<file path="src/rtl/green_mask_sequencer_pkg.sv">
// Shared frame geometry, green threshold defaults, config addresses and FSM states
// for the green-screen mask sequencer.
package green_mask_sequencer_pkg;

  localparam int FRAME_LENGTH = 4;
  localparam int FRAME_WIDTH  = 8;

  localparam logic [7:0] LOWER_GREEN_ONE   = 8'd0;
  localparam logic [7:0] UPPER_GREEN_ONE   = 8'd100;
  localparam logic [7:0] LOWER_GREEN_TWO   = 8'd150;
  localparam logic [7:0] UPPER_GREEN_TWO   = 8'd255;
  localparam logic [7:0] LOWER_GREEN_THREE = 8'd0;
  localparam logic [7:0] UPPER_GREEN_THREE = 8'd100;

  localparam logic [2:0] CFG_LO0 = 3'd0;
  localparam logic [2:0] CFG_HI0 = 3'd1;
  localparam logic [2:0] CFG_LO1 = 3'd2;
  localparam logic [2:0] CFG_HI1 = 3'd3;
  localparam logic [2:0] CFG_LO2 = 3'd4;
  localparam logic [2:0] CFG_HI2 = 3'd5;

  typedef enum logic [1:0] {IDLE, FILL, EMIT, DONE} state_t;

endpackage

</file>
<file path="src/rtl/green_mask_sequencer_pixel_test.sv">
// Combinational three-channel inclusive range test; fg_o is 1 for any pixel
// that falls outside the green window on at least one channel.
module green_pixel_test
  import green_mask_sequencer_pkg::*;
(
  input  logic [2:0][7:0] pix_i,
  input  logic [2:0][7:0] lo_i,
  input  logic [2:0][7:0] hi_i,
  output logic            fg_o
);

  logic [2:0] inRange;

  // An inverted window (lo > hi) can never be satisfied, so it forces foreground.
  always_comb begin
    for (int k = 0; k < 3; k++) begin
      inRange[k] = (pix_i[k] >= lo_i[k]) && (pix_i[k] <= hi_i[k]);
    end
  end

  assign fg_o = ~&inRange;

endmodule

</file>
<file path="src/rtl/green_mask_sequencer.sv">
// Frame sequencer: tests streamed pixels against programmable green thresholds and
// emits one foreground-mask row at a time. Optional bounding box via GREEN_MASK_BBOX_EN.
module green_mask_sequencer
  import green_mask_sequencer_pkg::*;
#(
  parameter int LENGTH = FRAME_LENGTH,
  parameter int WIDTH  = FRAME_WIDTH,
  parameter int CW     = $clog2(LENGTH*WIDTH+1)
) (
  input  logic                      clk,
  input  logic                      rst_in,
  input  logic                      start_in,
  input  logic                      cfg_we_in,
  input  logic [2:0]                cfg_addr_in,
  input  logic [7:0]                cfg_data_in,
  input  logic                      pix_valid_in,
  input  logic [2:0][7:0]           pix_in,
  output logic                      pix_ready_out,
  output logic                      row_valid_out,
  input  logic                      row_ready_in,
  output logic [$clog2(LENGTH)-1:0] row_idx_out,
  output logic [WIDTH-1:0]          row_mask_out,
  output logic                      busy_out,
  output logic                      done_out,
  output logic [CW-1:0]             fg_count_out
`ifdef GREEN_MASK_BBOX_EN
  ,
  output logic                      bbox_valid_out,
  output logic [$clog2(LENGTH)-1:0] bbox_rmin_out,
  output logic [$clog2(LENGTH)-1:0] bbox_rmax_out,
  output logic [$clog2(WIDTH)-1:0]  bbox_cmin_out,
  output logic [$clog2(WIDTH)-1:0]  bbox_cmax_out
`endif
);

  localparam int RW  = $clog2(LENGTH);
  localparam int CLW = $clog2(WIDTH);
  localparam logic [RW-1:0]  LAST_ROW = RW'(LENGTH-1);
  localparam logic [CLW-1:0] LAST_COL = CLW'(WIDTH-1);

  state_t          state_q;
  logic [CLW-1:0]  col_q;
  logic [RW-1:0]   row_q;
  logic [WIDTH-1:0] mask_q;
  logic [CW-1:0]   fg_count_q;
  logic [2:0][7:0] lo_q;
  logic [2:0][7:0] hi_q;
  logic            pix_ready_q;
  logic            row_valid_q;
  logic            busy_q;
  logic            done_q;
  logic            pix_fg;

`ifdef GREEN_MASK_BBOX_EN
  logic            bbox_valid_q;
  logic [RW-1:0]   bbox_rmin_q;
  logic [RW-1:0]   bbox_rmax_q;
  logic [CLW-1:0]  bbox_cmin_q;
  logic [CLW-1:0]  bbox_cmax_q;
`endif

  green_pixel_test u_pixel_test (
    .pix_i (pix_in),
    .lo_i  (lo_q),
    .hi_i  (hi_q),
    .fg_o  (pix_fg)
  );

  // Handshake flags are registered alongside the state so they change on the same edge.
  always_ff @(posedge clk) begin
    if (rst_in) begin
      state_q     <= IDLE;
      col_q       <= '0;
      row_q       <= '0;
      mask_q      <= '0;
      fg_count_q  <= '0;
      lo_q        <= {LOWER_GREEN_THREE, LOWER_GREEN_TWO, LOWER_GREEN_ONE};
      hi_q        <= {UPPER_GREEN_THREE, UPPER_GREEN_TWO, UPPER_GREEN_ONE};
      pix_ready_q <= 1'b0;
      row_valid_q <= 1'b0;
      busy_q      <= 1'b0;
      done_q      <= 1'b0;
`ifdef GREEN_MASK_BBOX_EN
      bbox_valid_q <= 1'b0;
      bbox_rmin_q  <= LAST_ROW;
      bbox_rmax_q  <= '0;
      bbox_cmin_q  <= LAST_COL;
      bbox_cmax_q  <= '0;
`endif
    end else begin
      done_q <= 1'b0;
      case (state_q)
        IDLE: begin
          // Thresholds are only writable here, which freezes them for a whole frame.
          if (cfg_we_in) begin
            case (cfg_addr_in)
              CFG_LO0: lo_q[0] <= cfg_data_in;
              CFG_HI0: hi_q[0] <= cfg_data_in;
              CFG_LO1: lo_q[1] <= cfg_data_in;
              CFG_HI1: hi_q[1] <= cfg_data_in;
              CFG_LO2: lo_q[2] <= cfg_data_in;
              CFG_HI2: hi_q[2] <= cfg_data_in;
              default: ;
            endcase
          end
          if (start_in) begin
            state_q     <= FILL;
            col_q       <= '0;
            row_q       <= '0;
            mask_q      <= '0;
            fg_count_q  <= '0;
            pix_ready_q <= 1'b1;
            busy_q      <= 1'b1;
`ifdef GREEN_MASK_BBOX_EN
            bbox_valid_q <= 1'b0;
            bbox_rmin_q  <= LAST_ROW;
            bbox_rmax_q  <= '0;
            bbox_cmin_q  <= LAST_COL;
            bbox_cmax_q  <= '0;
`endif
          end
        end
        FILL: begin
          if (pix_valid_in) begin
            mask_q[col_q] <= pix_fg;
            if (pix_fg) begin
              fg_count_q <= fg_count_q + CW'(1);
`ifdef GREEN_MASK_BBOX_EN
              bbox_valid_q <= 1'b1;
              if (row_q < bbox_rmin_q) bbox_rmin_q <= row_q;
              if (row_q > bbox_rmax_q) bbox_rmax_q <= row_q;
              if (col_q < bbox_cmin_q) bbox_cmin_q <= col_q;
              if (col_q > bbox_cmax_q) bbox_cmax_q <= col_q;
`endif
            end
            if (col_q == LAST_COL) begin
              state_q     <= EMIT;
              pix_ready_q <= 1'b0;
              row_valid_q <= 1'b1;
            end else begin
              col_q <= col_q + CLW'(1);
            end
          end
        end
        EMIT: begin
          if (row_ready_in) begin
            row_valid_q <= 1'b0;
            if (row_q == LAST_ROW) begin
              state_q <= DONE;
              done_q  <= 1'b1;
            end else begin
              state_q     <= FILL;
              row_q       <= row_q + RW'(1);
              col_q       <= '0;
              mask_q      <= '0;
              pix_ready_q <= 1'b1;
            end
          end
        end
        DONE: begin
          state_q <= IDLE;
          busy_q  <= 1'b0;
        end
        default: state_q <= IDLE;
      endcase
    end
  end

  assign pix_ready_out = pix_ready_q;
  assign row_valid_out = row_valid_q;
  assign row_idx_out   = row_q;
  assign row_mask_out  = mask_q;
  assign busy_out      = busy_q;
  assign done_out      = done_q;
  assign fg_count_out  = fg_count_q;

`ifdef GREEN_MASK_BBOX_EN
  assign bbox_valid_out = bbox_valid_q;
  assign bbox_rmin_out  = bbox_rmin_q;
  assign bbox_rmax_out  = bbox_rmax_q;
  assign bbox_cmin_out  = bbox_cmin_q;
  assign bbox_cmax_out  = bbox_cmax_q;
`endif

endmodule

</file>
<file path="config.mk">
export PLATFORM = sky130hd
export DESIGN_NAME = green_mask_sequencer
export DESIGN_NICKNAME = d
export VERILOG_FILES = /design/src/rtl/green_mask_sequencer_pkg.sv /design/src/rtl/green_mask_sequencer_pixel_test.sv /design/src/rtl/green_mask_sequencer.sv
export SDC_FILE = /design/constraint.sdc
export NUM_CORES = 1
export LEC_CHECK = 0
export CAP_MARGIN = 10
export CORE_UTILIZATION = 56
export DETAILED_ROUTE_END_ITERATION = 12
export GPL_TIMING_DRIVEN = 0
export HOLD_SLACK_MARGIN = 0.15
export PLACE_DENSITY = 0.89
export SLEW_MARGIN = 20
export SYNTH_ARGS = -nofsm -noshare
export SYNTH_HDL_FRONTEND = slang
export SYNTH_HIERARCHICAL = 1
export SYNTH_SLANG_ARGS = --single-unit
</file>
<file path="constraint.sdc">
create_clock -name clk -period 2.9 [get_ports clk]
set_input_delay 0.435 -clock clk [delete_from_list [all_inputs] [get_ports clk]]
set_output_delay 0.435 -clock clk [all_outputs]
set_load 0.01 [all_outputs]
</file>
==> results of run 1 <==
==> through the flow <==
stage | setup slack (ns) | util, % | total power [mW]
6_report | 0.0867 | 69.8 | 2.09
5_1_grt | -0.00642 | 69.8 | 2.16
4_1_cts | 0.0188 | 69.3 | 2.07
3_5_place_dp | -0.483 | 67.1 | 1.42
3_3_place_gp | -0.438 | 67.1 | 1.40
2_1_floorplan | 0.448 | - | 1.27
==> metal layers <==
metal	vias to the layer above	global-route usage, %	routed length (um)
met1	1949	32.0	4820
met2	205	51.3	5910
met3	48	7.37	858
met4	0	13.5	384
li1	1985	-	-
met5	-	0	0
==> power by group through the flow <==
stage          logic [mW]  registers [mW]  clock network (mW)
2_1_floorplan       0.209            1.06                   0
3_3_place_gp        0.339            1.06                   0
3_5_place_dp        0.359            1.06                   0
4_1_cts             0.365            1.04               0.670
5_1_grt             0.408            1.04               0.709
6_report            0.377            1.04               0.673
==> state kept, by name, summed over array words and instances (netlist names) <==
signal and cells:
hi_q 24, fg_count_out 6, row_mask_out 8, lo_q 24, done_out 1, state_q 2
busy_out 1, row_valid_out 1, pix_ready_out 1, col_q 3, row_idx_out 2
==> worst max-delay path by stage <==
stage / startpoint / to / cells past startpoint / slack, ns
floorplan: pix_in[16] / fg_count_out[3] / 11 / 0.45
CTS: pix_in[16] / row_mask_out[1] / 13 / 0.02
global route: pix_in[0] / fg_count_out[5] / 13 / -0.006
global placement: pix_in[6] / fg_count_out[4] / 11 / -0.44
detailed placement: pix_in[6] / fg_count_out[4] / 11 / -0.48
finish: pix_in[7] / fg_count_out[5] / 12 / 0.09
==> logic make-up after synthesis <==
family / Yosys count
AOI/OAI and AO/OA: 134
DFF: 73
muxes: 20
adders and majority gates: 52
buffers and inverters: 78
and+or+nand+nor: 151
==> timing repair <==
action	in CTS	in global routing
resized for setup	2	10
pin swaps	1	10
endpoints found under the setup margin	10	13
setup buffers	1	0
==> cell usage in the layout (no fill, tap or decap), types with 3 or more instances in the layout <==
master and n:
a21oi_2 3, and3_1 18, o22ai_1 3, inv_1 46
ha_1 51, o21ai_1 14, dlymetal6s2s_1 3, clkbuf_1 22
clkinv_2 4, or4b_1 3, clkdlybuf4s50_1 56, buf_2 7
nand2_1 12, a31oi_1 6, dfxtp_1 73, a21o_1 7
mux2i_1 18, a31o_2 5, nor2_1 12, nand2b_1 28
nand3_1 27, nor3b_1 4, o21ai_0 8, nand4_1 10
nor2b_1 11, nand3b_1 3, a211o_1 15, a211oi_1 9
clkbuf_8 9, nor3_1 4, o211ai_1 5, a21oi_1 44
==> synth_stat cells, drive strengths merged (2+ instances only) <==
library cell	number	area share, %
dfxtp	73	33
nand3b	3	0.50
mux2i	18	4.0
and3	18	2.5
o32ai	2	0.39
o22ai	3	0.42
clkbuf	19	1.6
o21ai	22	2.5
a22oi	2	0.34
a31oi	6	0.84
or2	2	0.28
a21oi	47	5.3
mux2	2	0.50
a31o	6	1.2
a211oi	10	1.8
ha	52	15
nor2b	11	1.5
a21o	7	1.2
nand2	14	1.3
nor3b	6	1.1
nor2	12	1.0
nand3	27	3.0
a211o	15	2.9
a2111oi	3	1.0
nand2b	29	4.2
inv	47	3.9
nand4b	2	0.39
buf	12	1.7
o211ai	5	0.84
nand4	10	1.4
or4b	3	0.67
nor3	4	0.45
and4b	2	0.45
==> final cells by class <==
cell class	count	area [um2]	area share (%)
buffer	31	148	2.74
clock buffer	12	135	2.51
clock inverter	4	20.0	0.371
inverter	47	176	3.27
multi-input combinational	357	2720	50.4
sequential	73	1460	27.1
tap	102	128	2.37
timing repair buffer	60	606	11.2
==> results.md, run 1 <==
* Cells after DPL at 669
* Vias at 4187
* Mapped Cells at 508
* Crit-path max FO at 4
* Vias in the first global route at 4182
* Cell area after layout at 0.00539 mm2
* Yosys reg bits at 73
* Post-Synth Adder-Cell Area at 14.6%
* Number of diodes at 0
* Initial Util at 57.8%
* Std-Cell Rows at 32
* Reg-to-Reg Start: lo_q[6]
* Part of the power in registers at 49.7%
* CP top delay family: simple AND/OR/NAND/NOR gates
* Crit path time final at 2.81 ns
* Slew HR at 50.3%
* PortBufs at 59
* Total Nets Final at 672
* Post-placement cell area at 0.00518 mm2
* Mapped Avg Cell Area at 8.79 um2
* Routability Congestion at 0.867
* # setup viols final at 0
* Worst-Skew Late Latency at 0.36 ns
* Hold Crit Endpoint: lo_q[12]
* CTS tree: built
* Fin. Hold Viols at 0
* Mux cell area share after synthesis at 4.54%
* Antenna violations before repair at 0
* Pwr dens at 387 mW/mm2
* Tot GR Track Use at 28.8%
* Simple logic cell fraction of the synthesized area at 21.1%
* H-tree depth at 3
* Clock power share at 32.2%
* Seq/Total Area, Yosys at 32.7%
* Global-route wire length before repair at 19.1 mm
* Clk sinks at 73
* Io pins at 61
* Gate power share at 18.1%
* Slew Limit Fails at 0
* Hold buffer count at cts at 0
* Capturing point of the worst reg2reg path: fg_count_out[5]
* Hold_ws at 0.466 ns
* Synthesized Nets at 601
* Lkg Pwr at 2.23 nW
* Via-to-Cell Ratio at 6.10
* Worst path arrival time at 3.11 ns
* Synth async-reset ratio at 0%
* Max-cap viol count at 0
* WL/cell at 17.5 um
* CP cell instances: clkdlybuf4s50_1, ha_1, and3_1, nand3_1, a21oi_2, a2111oi_2, a21oi_1, nand4_1, nand4b_1, buf_4, a211oi_2, mux2i_1
* Worst VDD drop at 0.325 mV
* CTS Buf Count at 9
* Mapped Area at 0.00447 mm2
* Worst hold start: lo_q[12]
* NetSw at 0.591 mW
* Synth Flop Type: dfxtp_1
* XOR/XNOR share of the synthesized area at 0%
* F_max at 355 MHz
* # DRC at 0
* Synth warnings at 6
* Fin cells at 686
* Worst Setup End Kind: register
* EDFF count, synth at 0
* Internal power at 1.50 mW
* Post-route setup TNS at 0 ns
* Status: finished clean
* Hold depth at 1
* DP HPWL at 9.02 mm
* Max incr delay on CP at 0.44 ns
* Slew at the pin closest to its max-slew limit at 0.740 ns
* Clk pin slew, worst setup/hold paths at 0.07 ns
* Die width at 91.3 um
* Largest family of logic cells by synthesized area: simple AND/OR/NAND/NOR gates
* Root buf cell: clkbuf_8
* Worst hold path class: reg -> reg
* Final Skew at 0.00709 ns
* Worst setup SP type: primary input
* Die span in y at 91.3 um
* Die area at 0.00834 mm2
* Fillers at 576
* Pre-Repair DR Iteration Count at 5
* DRT iter0 DRCs at 303
* Critical path buffer and inverter count at 2
* Worst endpoint required time at 3.19 ns
* CP max stage cell: clkdlybuf4s50_1
* Area grow syn2layout at 20.7%
* CTS max path bufs at 2
* Switching Fraction at 28.3%
* Final period utilization at 97.0%
* Share of layout cells above drive strength 1 at 8.39%
* GRT overflow at 0
* Post-Route WL at 12.0 mm
* CORE AREA at 0.00773 mm2
* Synth unique cells at 57
* Reg2reg setup slack at 0.24 ns
* Largest net degree at the start of global routing at 12
* Kind of critical path: in -> reg
* R2R depth at 12
* Detail Route Antenna Nets at 0
* Compound-Gate Fraction of Synth Area at 19.9%
Note: power is estimated with default switching activity, not from simulation.
==> run 2: changes to the inputs <==
- CAP_MARGIN: 10 -> 20
==> results of run 2 <==
No change in the layout: final DEF, timing and power equal those of run 1.
==> run 3: changes to the inputs <==
- CTS_BUF_LIST: default -> sky130_fd_sc_hd__clkbuf_16
==> results.md, run 3 (same netlist as run 1, synthesis figures left out) <==
* Hold buffer count at cts at 0 (unchanged)
* Status: finished clean
* Vias at 4240 (+1.3%)
* NetSw at 0.632 mW (+7.1%)
* Worst Setup End Kind: register
* Root buf cell: clkbuf_16
* DP HPWL at 9.02 mm (unchanged)
* Worst hold path class: reg -> reg
* H-tree depth at 3 (unchanged)
* Post-route setup TNS at 0 ns (unchanged)
* Gate power share at 16.1% (-2.0 points)
* Fin util at 71.7% (+1.9 points)
* Slew HR at 50.0% (-0.30 points)
* CORE AREA at 0.00773 mm2 (unchanged)
* Clk sinks at 73 (unchanged)
* Total Nets Final at 673 (+0.15%)
* Initial Util at 57.8% (unchanged)
* Lkg Pwr at 2.30 nW (+3.1%)
* CTS max path bufs at 2 (unchanged)
* # DRC at 0 (unchanged)
* Pwr Total at 2.39 mW (+15%)
* Die width at 91.3 um (unchanged)
* F_max at 351 MHz (-1.3%)
* Share of layout cells above drive strength 1 at 9.40% (+1.0 points)
* Tot GR Track Use at 29.8% (+1.0 points)
* Fin. Hold Viols at 0 (unchanged)
* Final Skew at 0.00276 ns (-0.00433 ns)
* Switching Fraction at 26.4% (-1.8 points)
* Routability Congestion at 0.867 (unchanged)
* Worst endpoint required time at 3.17 ns (-0.02 ns)
* Internal power at 1.76 mW (+17%)
* WL/cell at 18.1 um (+3.5%)
* Setup ws final at 0.0502 ns (-0.0365 ns)
* Worst-Skew Late Latency at 0.34 ns (-0.02 ns)
* Crit path time final at 2.85 ns (+0.0365 ns)
* PortBufs at 59 (unchanged)
* Kind of critical path: in -> reg
* Commonest non-fill, non-tap cell in the layout: dfxtp_1
* GRT overflow at 0 (unchanged)
* Post-placement cell area at 0.00518 mm2 (unchanged)
* Slew Limit Fails at 0 (unchanged)
* Pwr dens at 432 mW/mm2 (+11%)
* Slew at the pin closest to its max-slew limit at 0.744 ns (+0.00444 ns)
* Post-Route WL at 12.4 mm (+3.7%)
* Largest net degree at the start of global routing at 12 (unchanged)
* Fin cells at 687 (+0.15%)
* Clk pin slew, worst setup/hold paths at 0.05 ns (-0.02 ns)
* Std-Cell Rows at 32 (unchanged)
* Part of the power in registers at 43.5% (-6.2 points)
* # setup viols final at 0 (unchanged)
* Final period utilization at 98.3% (+1.3 points)
* DP Worst Slack at -0.483 ns (unchanged)
* Clock power share at 40.4% (+8.2 points)
* Vias in the first global route at 4227 (+1.1%)
* Max-cap viol count at 0 (unchanged)
* Global-route wire length before repair at 19.6 mm (+2.7%)
* Cells after DPL at 669 (unchanged)
* CTS tree: built
* Hold_ws at 0.462 ns (-0.00437 ns)
* DRT iter0 DRCs at 348 (+15%)
* Cell area after layout at 0.00554 mm2 (+2.8%)
* Most frequent cells in the layout: dfxtp_1 (73), clkdlybuf4s50_1 (56), ha_1 (50), inv_1 (49), a21oi_1 (44)
* Hold depth at 1 (unchanged)
* Number of diodes at 0 (unchanged)
* Worst VDD drop at 0.424 mV (+31%)
* Worst path arrival time at 3.12 ns (about the same)
* Antenna violations before repair at 0 (unchanged)
* Pre-Repair DR Iteration Count at 6 (+1)
* Fillers at 532 (-7.6%)
* CTS Buf Count at 9 (unchanged)
* Die area at 0.00834 mm2 (unchanged)
* Io pins at 61 (unchanged)
* Area grow syn2layout at 24.1%
* Die span in y at 91.3 um (unchanged)
* R2R depth at 12 (unchanged)
* Worst setup SP type: primary input
* Crit-path max FO at 4 (unchanged)
* Detail Route Antenna Nets at 0 (unchanged)
* Via-to-Cell Ratio at 6.17 (+1.1%)
==> run 3: cell count changes in the layout (fill, tap and decap cells not counted), sizes merged <==
cell and delta:
inv +3, clkbuf -4, buf +2
==> run 3: power by group through the flow <==
stage          clock, mW  sequential [mW]  combinational [mW]
3_3_place_gp           0             1.06               0.339
2_1_floorplan          0             1.06               0.209
6_report           0.966             1.04               0.386
4_1_cts            0.968             1.04               0.367
5_1_grt             1.01             1.04               0.418
3_5_place_dp           0             1.06               0.359
==> run 3: final timing paths <==
kind | from | to | slack [ns]
min | lo_q[12] | lo_q[12] | 0.46
max | pix_in[2] | fg_count_out[5] | 0.05
max reg2reg | lo_q[5] | fg_count_out[5] | 0.23
min reg2reg | lo_q[12] | lo_q[12] | 0.46
==> run 3: repair_timing <==
item | CTS | global route
endpoints found under the setup margin | 12 | 14
endpoints found under the hold margin | 0 | 0
setup buffers | 1 | 1
resized for setup | 3 | 16
pin swaps | 1 | 12
==> run 3: final cells by class <==
cell class	instances	area (um2)	area share (%)
buffer	31	148	2.66
clock inverter	7	31.3	0.564
multi-input combinational	357	2760	49.8
clock buffer	9	225	4.06
sequential	73	1460	26.4
tap	102	128	2.30
inverter	47	176	3.18
timing repair buffer	61	613	11.1
==> run 3: metal layers <==
layer	share of wire (%)	wire (um)	track usage (%)
met1	40	4920	32.7
met2	50	6250	53.2
met3	6.7	836	6.95
met4	3.3	408	15.7
met5	0	0	0
==> run 3: critical path, cell delays in order <==
cell and delay [ns]:
clkdlybuf4s50_1 0.44, ha_1 0.36, a21oi_1 0.23, a21oi_2 0.11, a2111oi_4 0.31, a21oi_1 0.10, nand4_1 0.18, nand4b_1 0.27
buf_4 0.23, a211oi_2 0.24, mux2i_1 0.19
